<file path="src/rtl/qspi_word_ctrl_if.sv">
// rtl/qspi_word_ctrl_if.sv - CPU request and QSPI controller signal bundle for qspi_word_ctrl
interface qspi_word_ctrl_if #(
    parameter int DATA_BYTES = 4
);
    logic [24:0]             addr_in;
    logic [8*DATA_BYTES-1:0] data_in;
    logic [1:0]              data_size;
    logic                    start_read;
    logic                    start_write;
    logic [8*DATA_BYTES-1:0] data_out;
    logic                    done;
    logic                    busy;
    logic [24:0]             q_addr;
    logic [7:0]              q_data_out;
    logic                    q_start_read;
    logic                    q_start_write;
    logic                    q_stall_txn;
    logic                    q_stop_txn;
    logic [7:0]              q_data_in;
    logic                    q_data_req;
    logic                    q_data_ready;
    logic                    q_busy;

    modport slave (
        input  addr_in, data_in, data_size, start_read, start_write,
        input  q_data_in, q_data_req, q_data_ready, q_busy,
        output data_out, done, busy,
        output q_addr, q_data_out, q_start_read, q_start_write, q_stall_txn, q_stop_txn
    );

    modport master (
        output addr_in, data_in, data_size, start_read, start_write,
        output q_data_in, q_data_req, q_data_ready, q_busy,
        input  data_out, done, busy,
        input  q_addr, q_data_out, q_start_read, q_start_write, q_stall_txn, q_stop_txn
    );
endinterface

</file>
<file path="src/rtl/qspi_word_ctrl.sv">
// rtl/qspi_word_ctrl.sv - word-to-byte QSPI request sequencer; optional QSPI_CONTINUE_EN keeps reads open
module qspi_word_ctrl #(
    parameter int DATA_BYTES = 4
) (
    input  logic             clk,
    input  logic             rst,
    qspi_word_ctrl_if.slave  bus
);
    localparam int DW = 8 * DATA_BYTES;
    localparam int KW = (DATA_BYTES > 1) ? $clog2(DATA_BYTES) : 1;

    typedef enum logic [2:0] {
        IDLE, START, READ, WRITE, STOP, DROP
`ifdef QSPI_CONTINUE_EN
        , HELD
`endif
    } state_t;

    state_t          state_q, state_d;
    logic [KW-1:0]   k_q, k_d;
    logic [KW-1:0]   nlast_q, nlast_d;
    logic            is_read_q, is_read_d;
    logic [24:0]     addr_q, addr_d;
    logic [24:0]     next_addr_q, next_addr_d;
    logic [DW-1:0]   wdata_q, wdata_d;
    logic [DW-1:0]   rdata_q, rdata_d;
    logic            done_q, done_d;

    logic            req;
    logic            accept;
    logic            flash_wr;
    logic [KW-1:0]   nlast_in;
    logic [24:0]     nbytes;

    // Request decode: byte count, read priority and the dropped flash-write case
    always_comb begin
        req      = bus.start_read | bus.start_write;
        flash_wr = !bus.start_read && bus.start_write && !bus.addr_in[24];
        case (bus.data_size)
            2'd0:    nlast_in = '0;
            2'd1:    nlast_in = KW'(1);
            default: nlast_in = KW'(DATA_BYTES - 1);
        endcase
        nbytes = 25'(nlast_in) + 25'd1;
    end

    // State and datapath registers, cleared asynchronously
    always_ff @(posedge clk or posedge rst) begin
        if (rst) begin
            state_q     <= IDLE;
            k_q         <= '0;
            nlast_q     <= '0;
            is_read_q   <= 1'b0;
            addr_q      <= '0;
            next_addr_q <= '0;
            wdata_q     <= '0;
            rdata_q     <= '0;
            done_q      <= 1'b0;
        end else begin
            state_q     <= state_d;
            k_q         <= k_d;
            nlast_q     <= nlast_d;
            is_read_q   <= is_read_d;
            addr_q      <= addr_d;
            next_addr_q <= next_addr_d;
            wdata_q     <= wdata_d;
            rdata_q     <= rdata_d;
            done_q      <= done_d;
        end
    end

    // Next-state logic and controller handshake outputs
    always_comb begin
        state_d           = state_q;
        k_d               = k_q;
        nlast_d           = nlast_q;
        is_read_d         = is_read_q;
        addr_d            = addr_q;
        next_addr_d       = next_addr_q;
        wdata_d           = wdata_q;
        rdata_d           = rdata_q;
        done_d            = 1'b0;
        accept            = 1'b0;
        bus.q_start_read  = 1'b0;
        bus.q_start_write = 1'b0;
        bus.q_stall_txn   = 1'b0;
        bus.q_stop_txn    = 1'b0;
        bus.done          = done_q;

        case (state_q)
            IDLE: begin
                if (req) begin
                    accept  = 1'b1;
                    state_d = flash_wr ? DROP : START;
                end
            end
            START: begin
                // A still-busy controller must not see a start; hold here until it frees up
                if (!bus.q_busy) begin
                    bus.q_start_read  = is_read_q;
                    bus.q_start_write = !is_read_q;
                    state_d           = is_read_q ? READ : WRITE;
                end
            end
            READ: begin
                // Stall ahead of the last byte so the controller pauses once it lands
                bus.q_stall_txn = (k_q == nlast_q);
                if (bus.q_data_ready) begin
                    rdata_d[8*k_q +: 8] = bus.q_data_in;
                    k_d                 = k_q + 1'b1;
                    if (k_q == nlast_q) begin
`ifdef QSPI_CONTINUE_EN
                        state_d = HELD;
                        done_d  = 1'b1;
`else
                        state_d = STOP;
`endif
                    end
                end
            end
            WRITE: begin
                if (bus.q_data_req) begin
                    k_d = k_q + 1'b1;
                    if (k_q == nlast_q) begin
                        state_d = STOP;
                    end
                end
            end
            STOP: begin
                bus.q_stop_txn = 1'b1;
                bus.done       = 1'b1;
                state_d        = IDLE;
            end
            DROP: begin
                bus.done = 1'b1;
                state_d  = IDLE;
            end
`ifdef QSPI_CONTINUE_EN
            HELD: begin
                bus.q_stall_txn = 1'b1;
                if (req) begin
                    accept = 1'b1;
                    // Continue only at the exact next address inside the same memory region
                    if (bus.start_read && (bus.addr_in == next_addr_q) &&
                        (bus.addr_in[24:23] == addr_q[24:23])) begin
                        state_d = READ;
                    end else begin
                        bus.q_stop_txn = 1'b1;
                        state_d        = flash_wr ? DROP : START;
                    end
                end
            end
`endif
            default: state_d = IDLE;
        endcase

        if (accept) begin
            addr_d      = bus.addr_in;
            wdata_d     = bus.data_in;
            nlast_d     = nlast_in;
            is_read_d   = bus.start_read;
            k_d         = '0;
            next_addr_d = bus.addr_in + nbytes;
            if (bus.start_read) begin
                rdata_d = '0;
            end
        end
    end

    // Registered view of the request towards CPU and controller
    always_comb begin
        bus.data_out   = rdata_q;
        bus.q_addr     = addr_q;
        bus.q_data_out = wdata_q[8*k_q +: 8];
`ifdef QSPI_CONTINUE_EN
        bus.busy       = (state_q != IDLE) && (state_q != HELD);
`else
        bus.busy       = (state_q != IDLE);
`endif
    end
endmodule

</file>
<file path="src/flat_wrapper.sv">
// flat-port wrapper written by rule: the top's interface ports become plain ports
module qspi_word_ctrl_flat 
#(
    parameter int DATA_BYTES = 4
)
  (clk, rst, bus_addr_in, bus_data_in, bus_data_size, bus_start_read, bus_start_write, bus_q_data_in, bus_q_data_req, bus_q_data_ready, bus_q_busy, bus_data_out, bus_done, bus_busy, bus_q_addr, bus_q_data_out, bus_q_start_read, bus_q_start_write, bus_q_stall_txn, bus_q_stop_txn);
  qspi_word_ctrl_if #(.DATA_BYTES(DATA_BYTES)) bus_i ();
  input  logic clk;
  input  logic rst;
  input wire logic [$bits(bus_i.addr_in)-1:0] bus_addr_in;
  input wire logic [$bits(bus_i.data_in)-1:0] bus_data_in;
  input wire logic [$bits(bus_i.data_size)-1:0] bus_data_size;
  input wire logic [$bits(bus_i.start_read)-1:0] bus_start_read;
  input wire logic [$bits(bus_i.start_write)-1:0] bus_start_write;
  input wire logic [$bits(bus_i.q_data_in)-1:0] bus_q_data_in;
  input wire logic [$bits(bus_i.q_data_req)-1:0] bus_q_data_req;
  input wire logic [$bits(bus_i.q_data_ready)-1:0] bus_q_data_ready;
  input wire logic [$bits(bus_i.q_busy)-1:0] bus_q_busy;
  output wire logic [$bits(bus_i.data_out)-1:0] bus_data_out;
  output wire logic [$bits(bus_i.done)-1:0] bus_done;
  output wire logic [$bits(bus_i.busy)-1:0] bus_busy;
  output wire logic [$bits(bus_i.q_addr)-1:0] bus_q_addr;
  output wire logic [$bits(bus_i.q_data_out)-1:0] bus_q_data_out;
  output wire logic [$bits(bus_i.q_start_read)-1:0] bus_q_start_read;
  output wire logic [$bits(bus_i.q_start_write)-1:0] bus_q_start_write;
  output wire logic [$bits(bus_i.q_stall_txn)-1:0] bus_q_stall_txn;
  output wire logic [$bits(bus_i.q_stop_txn)-1:0] bus_q_stop_txn;
  assign bus_i.addr_in = bus_addr_in;
  assign bus_i.data_in = bus_data_in;
  assign bus_i.data_size = bus_data_size;
  assign bus_i.start_read = bus_start_read;
  assign bus_i.start_write = bus_start_write;
  assign bus_i.q_data_in = bus_q_data_in;
  assign bus_i.q_data_req = bus_q_data_req;
  assign bus_i.q_data_ready = bus_q_data_ready;
  assign bus_i.q_busy = bus_q_busy;
  assign bus_data_out = bus_i.data_out;
  assign bus_done = bus_i.done;
  assign bus_busy = bus_i.busy;
  assign bus_q_addr = bus_i.q_addr;
  assign bus_q_data_out = bus_i.q_data_out;
  assign bus_q_start_read = bus_i.q_start_read;
  assign bus_q_start_write = bus_i.q_start_write;
  assign bus_q_stall_txn = bus_i.q_stall_txn;
  assign bus_q_stop_txn = bus_i.q_stop_txn;
  qspi_word_ctrl #(.DATA_BYTES(DATA_BYTES)) u_core (.clk(clk), .rst(rst), .bus(bus_i));
endmodule
</file>
<file path="config.mk">
export PLATFORM = sky130hd
export DESIGN_NAME = qspi_word_ctrl_flat
export DESIGN_NICKNAME = d
export VERILOG_FILES = /design/src/rtl/qspi_word_ctrl_if.sv /design/src/rtl/qspi_word_ctrl.sv /design/src/flat_wrapper.sv
export SDC_FILE = /design/constraint.sdc
export NUM_CORES = 1
export LEC_CHECK = 0
export ABC_CLOCK_PERIOD_IN_PS = 9100
export CORE_ASPECT_RATIO = 2
export CORE_UTILIZATION = 49
export CTS_CLUSTER_DIAMETER = 40
export DETAILED_ROUTE_END_ITERATION = 10
export PLACE_DENSITY = 0.95
export SLEW_MARGIN = 20
export SYNTH_ARGS = -nofsm -noshare
export SYNTH_HDL_FRONTEND = slang
export SYNTH_SLANG_ARGS = --single-unit
</file>
<file path="constraint.sdc">
create_clock -name clk -period 9.1 [get_ports clk]
set_input_delay 1.365 -clock clk [delete_from_list [all_inputs] [get_ports clk]]
set_output_delay 1.365 -clock clk [all_outputs]
set_load 0.01 [all_outputs]
</file>
* Yosys cells after proc, flatten, opt, wreduce, memory -nomap -nowiden *
Cells that the tools add are included.

storage, ports and cells
  output and inout bits = 71
  register bits after elaboration = 97
  logic and storage cells = 65
  input port bits = 74

cells by class
  shift operators = 3
  eq/ne operators = 13
  add/sub/neg operators = 2
  reductions and logical operators = 12
  bitwise operators = 1
  mux-type cells = 27

operators by type and width
  cell                                                                     count
  32-bit two-way mux                                                       4
  5-bit negator with 34-bit output                                         1
  8-bit by 34-bit variable shift with 32-bit output, first input constant  1
  8-bit by 34-bit indexed part select with 32-bit output                   1
  32-bit bitwise mux                                                       1
  32-bit by 6-bit indexed part select with 8-bit output                    1
  3-bit two-way mux                                                        6
  3-bit one-hot mux with 4 select lines                                    1
  1-bit two-way mux                                                        10
  2-bit one-hot mux with 2 select lines                                    2
  3-bit by 2-bit == test with 1-bit output, second input constant          2
  3-bit == test, second input constant                                     2
  2-bit two-way mux                                                        3
  2-bit inequality test, second input constant                             3
  3-bit by 2-bit inequality test with 1-bit output, second input constant  2
  3-bit nonzero test                                                       2
  4-bit AND reduction                                                      1
  3-bit by 1-bit == test with 1-bit output, second input constant          1
  1-bit zero test                                                          3
  3-bit zero test                                                          1
  3-bit AND reduction                                                      1
  2-bit by 1-bit adder with 2-bit output, second input constant            1
  2-bit by 1-bit == test with 1-bit output, second input constant          1
  2-bit == test                                                            1
  other kinds (5)                                                          6

* Logic depth before layout (Yosys ltp) *
Gate-level depths: netlist (run 1).

  word-level depth = 7
  mapped depth = 8
  gate-level depth less buffers = 5

* Least setup slack after synthesis (run 1) *
OpenSTA, ideal clock, no wires.

  path kind = in2out
  from = input port bus_q_busy
  to = output port bus_q_start_write
  setup slack = 5,993 ps
  required time = 7,735 ps
  data arrival time = 1,742 ps
  path buffers = 0
  cell stages on the path = 2
  cells stage by stage = nor2_1 > and4b_1

on the way
  longest elaborated chain between the ends = 2

RTL lines
  item               line                  source
  start, declared    flat_wrapper.sv:18    input wire logic [$bits(bus_i.q_busy)-1:0] bus_q_busy;
  1-bit two-way mux  qspi_word_ctrl.sv:99  if (!bus.q_busy) begin
  1-bit two-way mux  qspi_word_ctrl.sv:90  case (state_q)
  end, declared      flat_wrapper.sv:25    output wire logic [$bits(bus_i.q_start_write)-1:0] bus_q_start_write;

Every way passes these cells.

* Worst setup path after layout (run 1) *
  from = input port bus_q_busy
  to = output port bus_q_start_read

on the way
  longest elaborated chain between the ends = 2

RTL lines
  item               line                  source
  1-bit two-way mux  qspi_word_ctrl.sv:99
  1-bit two-way mux  qspi_word_ctrl.sv:90
  end, declared      flat_wrapper.sv:24    output wire logic [$bits(bus_i.q_start_read)-1:0] bus_q_start_read;

Every way passes these cells.

==> results.cfg, run 1 <==
[timing]
clock_skew_ns = 0.00788
finalSetupTns_ns = 0
max_freq_mhz = 240
rsz0062_at_grt = false
finalCriticalPeriod_ns = 4.17
max-slew-margin-rel = 0.276
hold_violations = 0
setup_viol = 0
maxSlewViolCount = 0
worst_slew_pin_slew_ns = 1.08
min_period_over_period = 0.458

[synth]
netlist_instances = 342
ys_warn_count = 0
seq_area_frac_synth = 0.558
synth_area_sq_um = 4350
syn_nets = 421
syn_area_per_cell_sq_um = 12.7
synth_seq_cells = 97
synth_cell_types = 36

[die]
core_sq_um = 8650
placementRows = 48
die_area_sq_um = 9280
pin_count = 145
start_util = 0.503
die_w_um = 68.6
die_height_um = 135

[cts]
htree_levels = 3
clockRootBuffer = clkbuf_16
cts_buffers = 9
cts_hold_buf = 0
cts.clk_slew.worst_paths_ns = 0.06
cts_setup_buffers = 0
numClockSinks = 97
cts_tree = done
clockBufferDepth = 2
clkLatencyLatePin_ns = 0.35
postCtsResizedCells = 0

[drt]
wire_per_inst_um = 19.3
post_drt_via_cell_ratio = 5.80
firstDrtPassIters = 4
drt_iter0_drc = 373
drt_wl_total_um = 11100
drc = 0
ant_nets = 0
vias = 3336

[place]
portBuffers = 144
place_inst = 559
gp_congestion = 0.864
dp_hpwl_um = 8060

[worst_setup_path]
worst-setup-path-type = input pin to primary output
path_delay_family = buffers and inverters
setup.worst_path.end_class = primary output
crit_required_ns = 7.74
path_cells = clkdlybuf4s50_1, nor2_1, and4b_1, clkdlybuf4s50_1
path_max_fanout = 3
reg2regPathDepth = 4
critPathMaxStageDelay_ns = 0.56
crit_slowest_cell = clkdlybuf4s50_1
worstSetupStartpointType = input pin
rr_startpoint = u_core.state_q[0]$_DFFE_PP0P_
r2r-end = u_core.bus.q_addr[16]$_DFFE_PP0P_
crit_arrival_ns = 2.80
cpMostUsedCell = clkdlybuf4s50_1
r2r_slack_ns = 6.57
path_buf_inv = 2

[power_and_ir_drop]
p_per_area_nw_per_um2 = 323
leakage_nw = 2.48
peakVddDrop_mv = 0.217

[run]
max_cap_viol_count = 0

[hold_path]
holdPathStages = 1
hold_end = u_core.wdata_q[28]$_DFFE_PP0P_
holdCritPathClass = flip-flop to flip-flop
hold_path.startpoint = u_core.wdata_q[28]$_DFFE_PP0P_

[grt]
grt_max_degree = 89
antenna_found_initial = 0
grt_usage = 0.259
grt_pass1_vias = 3519
grt_pass1_wl_um = 17300
grt-ovfl-total = 0

[run_status]
status = finished clean

[layout]
instances_no_fill = 575
fin_nets = 549
seqCellArea_sq_um = 2430
multi_input_area_sq_um = 1710
drive_gt1_frac = 0.192
fillers = 639
n_antenna_cell = 0
synthToLayoutAreaGrowth_pct = 40.6
worst register-to-register path, stage by stage (launching register included):
cell     delay [ns]
dfrtp_1        0.53
nor3_2         0.30
o21a_2         0.65
buf_4          0.52
mux2_2         0.42
cell type report:
class / count / share of cell area
multi-input combinational: 205 / 0.279
clock inverter: 6 / 0.0186
clock buffer: 10 / 0.0391
sequential: 97 / 0.397
timing repair buffer: 146 / 0.239
tap: 100 / 0.0204
inverter: 11 / 0.00716
worst max-delay path by stage:
stage,cells after the start,from,slack (ns),end
after floorplan,1,rst,5.20,u_core.bus.data_out[0]$_DFF_PP0_
after global placement,4,bus_q_busy,4.99,bus_q_start_write
after detailed placement,4,bus_q_busy,4.95,bus_q_start_read
after CTS,4,bus_q_busy,4.94,bus_q_start_write
after global routing,4,bus_q_busy,4.89,bus_q_start_write
final,4,bus_q_busy,4.93,bus_q_start_read
report_power, final:
| part | leakage [nW] | switching [W] | internal [W] |
|---|---|---|---|
| combinational | 1.10 | 0.000344 | 0.000472 |
| clock | 0.165 | 0.000165 | 0.000277 |
| sequential | 1.21 | 0.000123 | 0.000596 |
per-stage QoR:
stage,util,total power (W),instance area [sq um],setup slack (ns),hold slack [ns]
global placement,0.666,0.00149,5760,4.99,0.485
finish,0.707,0.00198,6120,4.93,0.503
global route,0.707,0.00208,6120,4.89,0.523
floorplan,-,0.00121,4350,5.20,0.475
detailed placement,0.666,0.00154,5760,4.95,0.491
CTS,0.707,0.00199,6110,4.94,0.506
state kept, by name (all words and copies together), names as in the netlist:
signal               cells
u_core.bus.data_out     32
u_core.wdata_q          32
u_core.bus.q_addr       25
u_core.state_q           3
u_core.k_q               2
u_core.nlast_q           2
u_core.is_read_q         1
synth_stat cells, drive strengths merged:
master / instances / area share
a211o: 1 / 0.0020
a21o: 1 / 0.0017
a21oi: 35 / 0.040
and2: 1 / 0.0014
and3b: 2 / 0.0040
and4b: 2 / 0.0046
and4bb: 1 / 0.0029
buf: 17 / 0.030
clkbuf: 12 / 0.010
dfrtp: 97 / 0.56
ha: 5 / 0.014
inv: 11 / 0.0095
mux2: 59 / 0.15
mux2i: 2 / 0.0046
mux4: 8 / 0.041
nand2: 2 / 0.0017
nand2b: 1 / 0.0014
nand4: 33 / 0.047
nand4bb: 1 / 0.0026
nor2: 3 / 0.0026
nor2b: 1 / 0.0014
nor3: 1 / 0.0023
nor3b: 4 / 0.0092
nor4: 1 / 0.0014
nor4b: 1 / 0.0020
o21a: 1 / 0.0017
o21ai: 34 / 0.039
o21bai: 1 / 0.0017
or3: 1 / 0.0014
or3b: 1 / 0.0020
xnor2: 2 / 0.0040
per-layer routing:
layer / wire, um / up-vias / GRT usage
met3: 619 / 39 / 0.0539
met2: 6230 / 155 / 0.453
met5: 0 / - / 0
li1: - / 1506 / -
met4: 542 / 0 / 0.149
met1: 3700 / 1636 / 0.272
logic make-up after synthesis:
group / share of synthesized area
flip-flops: 0.558
AO/OA/AOI/OAI: 0.0865
multiplexers: 0.199
AND/OR/NAND/NOR: 0.0886
buffers and inverters: 0.0500
adder cells (fa/ha/maj): 0.0144
XOR/XNOR: 0.00403
layout by cell type (no fill, tap or decap), drive strengths merged, types with 2 or more instances in the layout:
master / Yosys / final
a21oi: 35 / 35
and3b: 2 / 2
and4b: 2 / 2
buf: 17 / 2
bufinv: 0 / 3
clkbuf: 12 / 10
clkdlybuf4s50: 0 / 144
clkinvlp: 0 / 2
dfrtp: 97 / 97
ha: 5 / 5
inv: 11 / 12
mux2: 59 / 59
mux2i: 2 / 2
mux4: 8 / 8
nand2: 2 / 2
nand4: 33 / 33
nor2: 3 / 3
nor3b: 4 / 4
o21ai: 34 / 34
xnor2: 2 / 2
(Power assumes the default switching activity.)
==> run 2: changes to the inputs <==
--- a/config.mk
+++ b/config.mk
@@ -5,12 +5,12 @@
 export SDC_FILE = /design/constraint.sdc
 export NUM_CORES = 1
 export LEC_CHECK = 0
-export ABC_CLOCK_PERIOD_IN_PS = 9100
+export ABC_CLOCK_PERIOD_IN_PS = 4000
 export CORE_ASPECT_RATIO = 2
-export CORE_UTILIZATION = 49
+export CORE_UTILIZATION = 46
 export CTS_CLUSTER_DIAMETER = 40
 export DETAILED_ROUTE_END_ITERATION = 10
-export PLACE_DENSITY = 0.95
+export PLACE_DENSITY = 0.9
 export SLEW_MARGIN = 20
 export SYNTH_ARGS = -nofsm -noshare
 export SYNTH_HDL_FRONTEND = slang
==> constraint.sdc (replaced) <==
create_clock -name clk -period 4 [get_ports clk]
set_input_delay 0.6 -clock clk [delete_from_list [all_inputs] [get_ports clk]]
set_output_delay 0.6 -clock clk [all_outputs]
set_load 0.01 [all_outputs]
==> run 2 against run 1 <==
Core utilization is 3.9 points lower. Worst hold slack better by 0.0021 ns. Non-clock buffer count rose by 2. The run now ends with DRC left. Global-route usage is 2.4 points lower. Final area shrank 0.80%. Highest routed layer unchanged. Sequential cell count unchanged. Sequential share of layout area is 0.32 points higher. Combinational power rose by 130%.
==> results.cfg, run 2 (synthesis gave the netlist of run 1 again) <==
[run_status]
status = finished with violations
violations = DRC

[drt]
post_drt_via_cell_ratio = 5.75
drt_wl_total_um = 11100
vias = 3328
ant_nets = 0
drt_iter0_drc = 305
firstDrtPassIters = 9
wire_per_inst_um = 19.2
drc = 12

[power_and_ir_drop]
peakVddDrop_mv = 0.520
p_per_area_nw_per_um2 = 715
power_w = 0.00434
leakage_nw = 2.45

[cts]
clockBufferDepth = 2
numClockSinks = 97
cts_hold_buf = 0
cts_buffers = 9
clockRootBuffer = clkbuf_16
postCtsResizedCells = 0
cts_tree = done
cts.clk_slew.worst_paths_ns = 0.07
cts_setup_buffers = 0
htree_levels = 3
clkLatencyLatePin_ns = 0.34

[layout]
drive_gt1_frac = 0.189
fin_nets = 551
n_antenna_cell = 0
final_util = 0.669
final_cell_mix = 144 x clkdlybuf4s50_1, 97 x dfrtp_1, 59 x mux2_2, 35 x a21oi_1, 33 x nand4_1
layout_commonest_cell = clkdlybuf4s50_1
synthToLayoutAreaGrowth_pct = 39.5

[worst_setup_path]
crit_slowest_cell = dfrtp_1
r2r_slack_ns = 1.52
timing.critical_path.from = u_core.k_q[0]$_DFFE_PP0P_
setup.worst_path.end_class = primary output
worstSetupStartpointType = flip-flop
worst-setup-path-type = flip-flop to primary output
setup.worst_path.end = bus_q_stall_txn
path_max_fanout = 18
path_delay_family = flip-flops
path_cells = xnor2_1, nand2_1, nor4b_1, clkdlybuf4s50_1
critPathMaxStageDelay_ns = 0.88
crit_required_ns = 3.40
r2r-end = u_core.bus.data_out[28]$_DFF_PP0_
path_buf_inv = 1
reg2regPathDepth = 5
crit_arrival_ns = 2.36
rr_startpoint = u_core.k_q[0]$_DFFE_PP0P_
cp_num_cells = 4

[die]
core_sq_um = 9070
die_area_sq_um = 9880
die_w_um = 70.8
start_util = 0.480
pin_count = 145
placementRows = 49
die_height_um = 140

[place]
dp_hpwl_um = 8100
place_ws_ns = 1.35
gp_congestion = 0.800
portBuffers = 144

[timing]
max_freq_mhz = 338
max-slew-margin-rel = 0.326
finalSetupTns_ns = 0
hold-worst-slack_ns = 0.505
worst_slack_ns = 1.04
setup_viol = 0
rsz0062_at_grt = false
clock_skew_ns = 0.00876
maxSlewViolCount = 0
worst_slew_pin_slew_ns = 1.01
min_period_over_period = 0.740
hold_violations = 0
finalCriticalPeriod_ns = 2.96

[grt]
grt_pass1_vias = 3490
grt_usage = 0.235
grt_pass1_wl_um = 17600
antenna_found_initial = 0
grt_max_degree = 78
grt-ovfl-total = 0

[hold_path]
holdCritPathClass = flip-flop to flip-flop
hold_path.startpoint = u_core.bus.q_addr[1]$_DFFE_PP0P_

[run]
max_cap_viol_count = 0
## run 2: changes by cell type in the layout (fill, tap and decap cells not counted), sizes merged
cell    before  now
buf          2    4
bufinv       3    1
clkbuf      10   12
clkinv       0    1
inv         12   11
## run 2: worst reg2reg max path, stage by stage, from the launching register on
cell and delay, ns:
dfrtp_1 0.88, inv_1 0.21, ha_1 0.41, nor3b_2 0.46, nand4_1 0.19, a21oi_1 0.24
## run 2: final cells by class
class | count | area [sq um]
Fill cell | 697 | 3000
Sequential cell | 97 | 2430
Multi-Input combinational cell | 205 | 1710
Timing Repair Buffer | 148 | 1470
Clock buffer | 12 | 236
Tap cell | 102 | 128
Clock inverter | 4 | 53.8
Inverter | 11 | 43.8
## run 2: report_power, final
part	total [W]	switching (W)	internal [W]	leakage, nW
sequential	0.00164	0.000281	0.00136	1.21
combinational	0.00186	0.000779	0.00108	1.11
clock	0.000848	0.000362	0.000487	0.133
total	0.00434	0.00142	0.00292	2.45
## run 2: worst min path at each step
stage	to	slack, ns	depth (start not counted)
after detailed placement	u_core.wdata_q[10]$_DFFE_PP0P_	0.50	1
after CTS	u_core.bus.q_addr[1]$_DFFE_PP0P_	0.51	1
final	u_core.bus.q_addr[1]$_DFFE_PP0P_	0.51	1
after global routing	u_core.bus.q_addr[1]$_DFFE_PP0P_	0.52	1
after global placement	u_core.wdata_q[12]$_DFFE_PP0P_	0.49	1
after floorplan	u_core.wdata_q[16]$_DFFE_PP0P_	0.48	1
## run 2: per-stage QoR
step                std cells  cell area, sq um
finish                    579              6070
CTS                       579              6070
global placement          563              5780
global route              579              6070
floorplan                 342              4350
detailed placement        563              5780
## run 2: metal layers
metal	vias to the layer above	wire length, um	track usage
met5	-	0	0
met4	0	514	0.139
met3	41	635	0.0579
met2	153	6310	0.425
met1	1625	3650	0.239
li1	1509	-	-
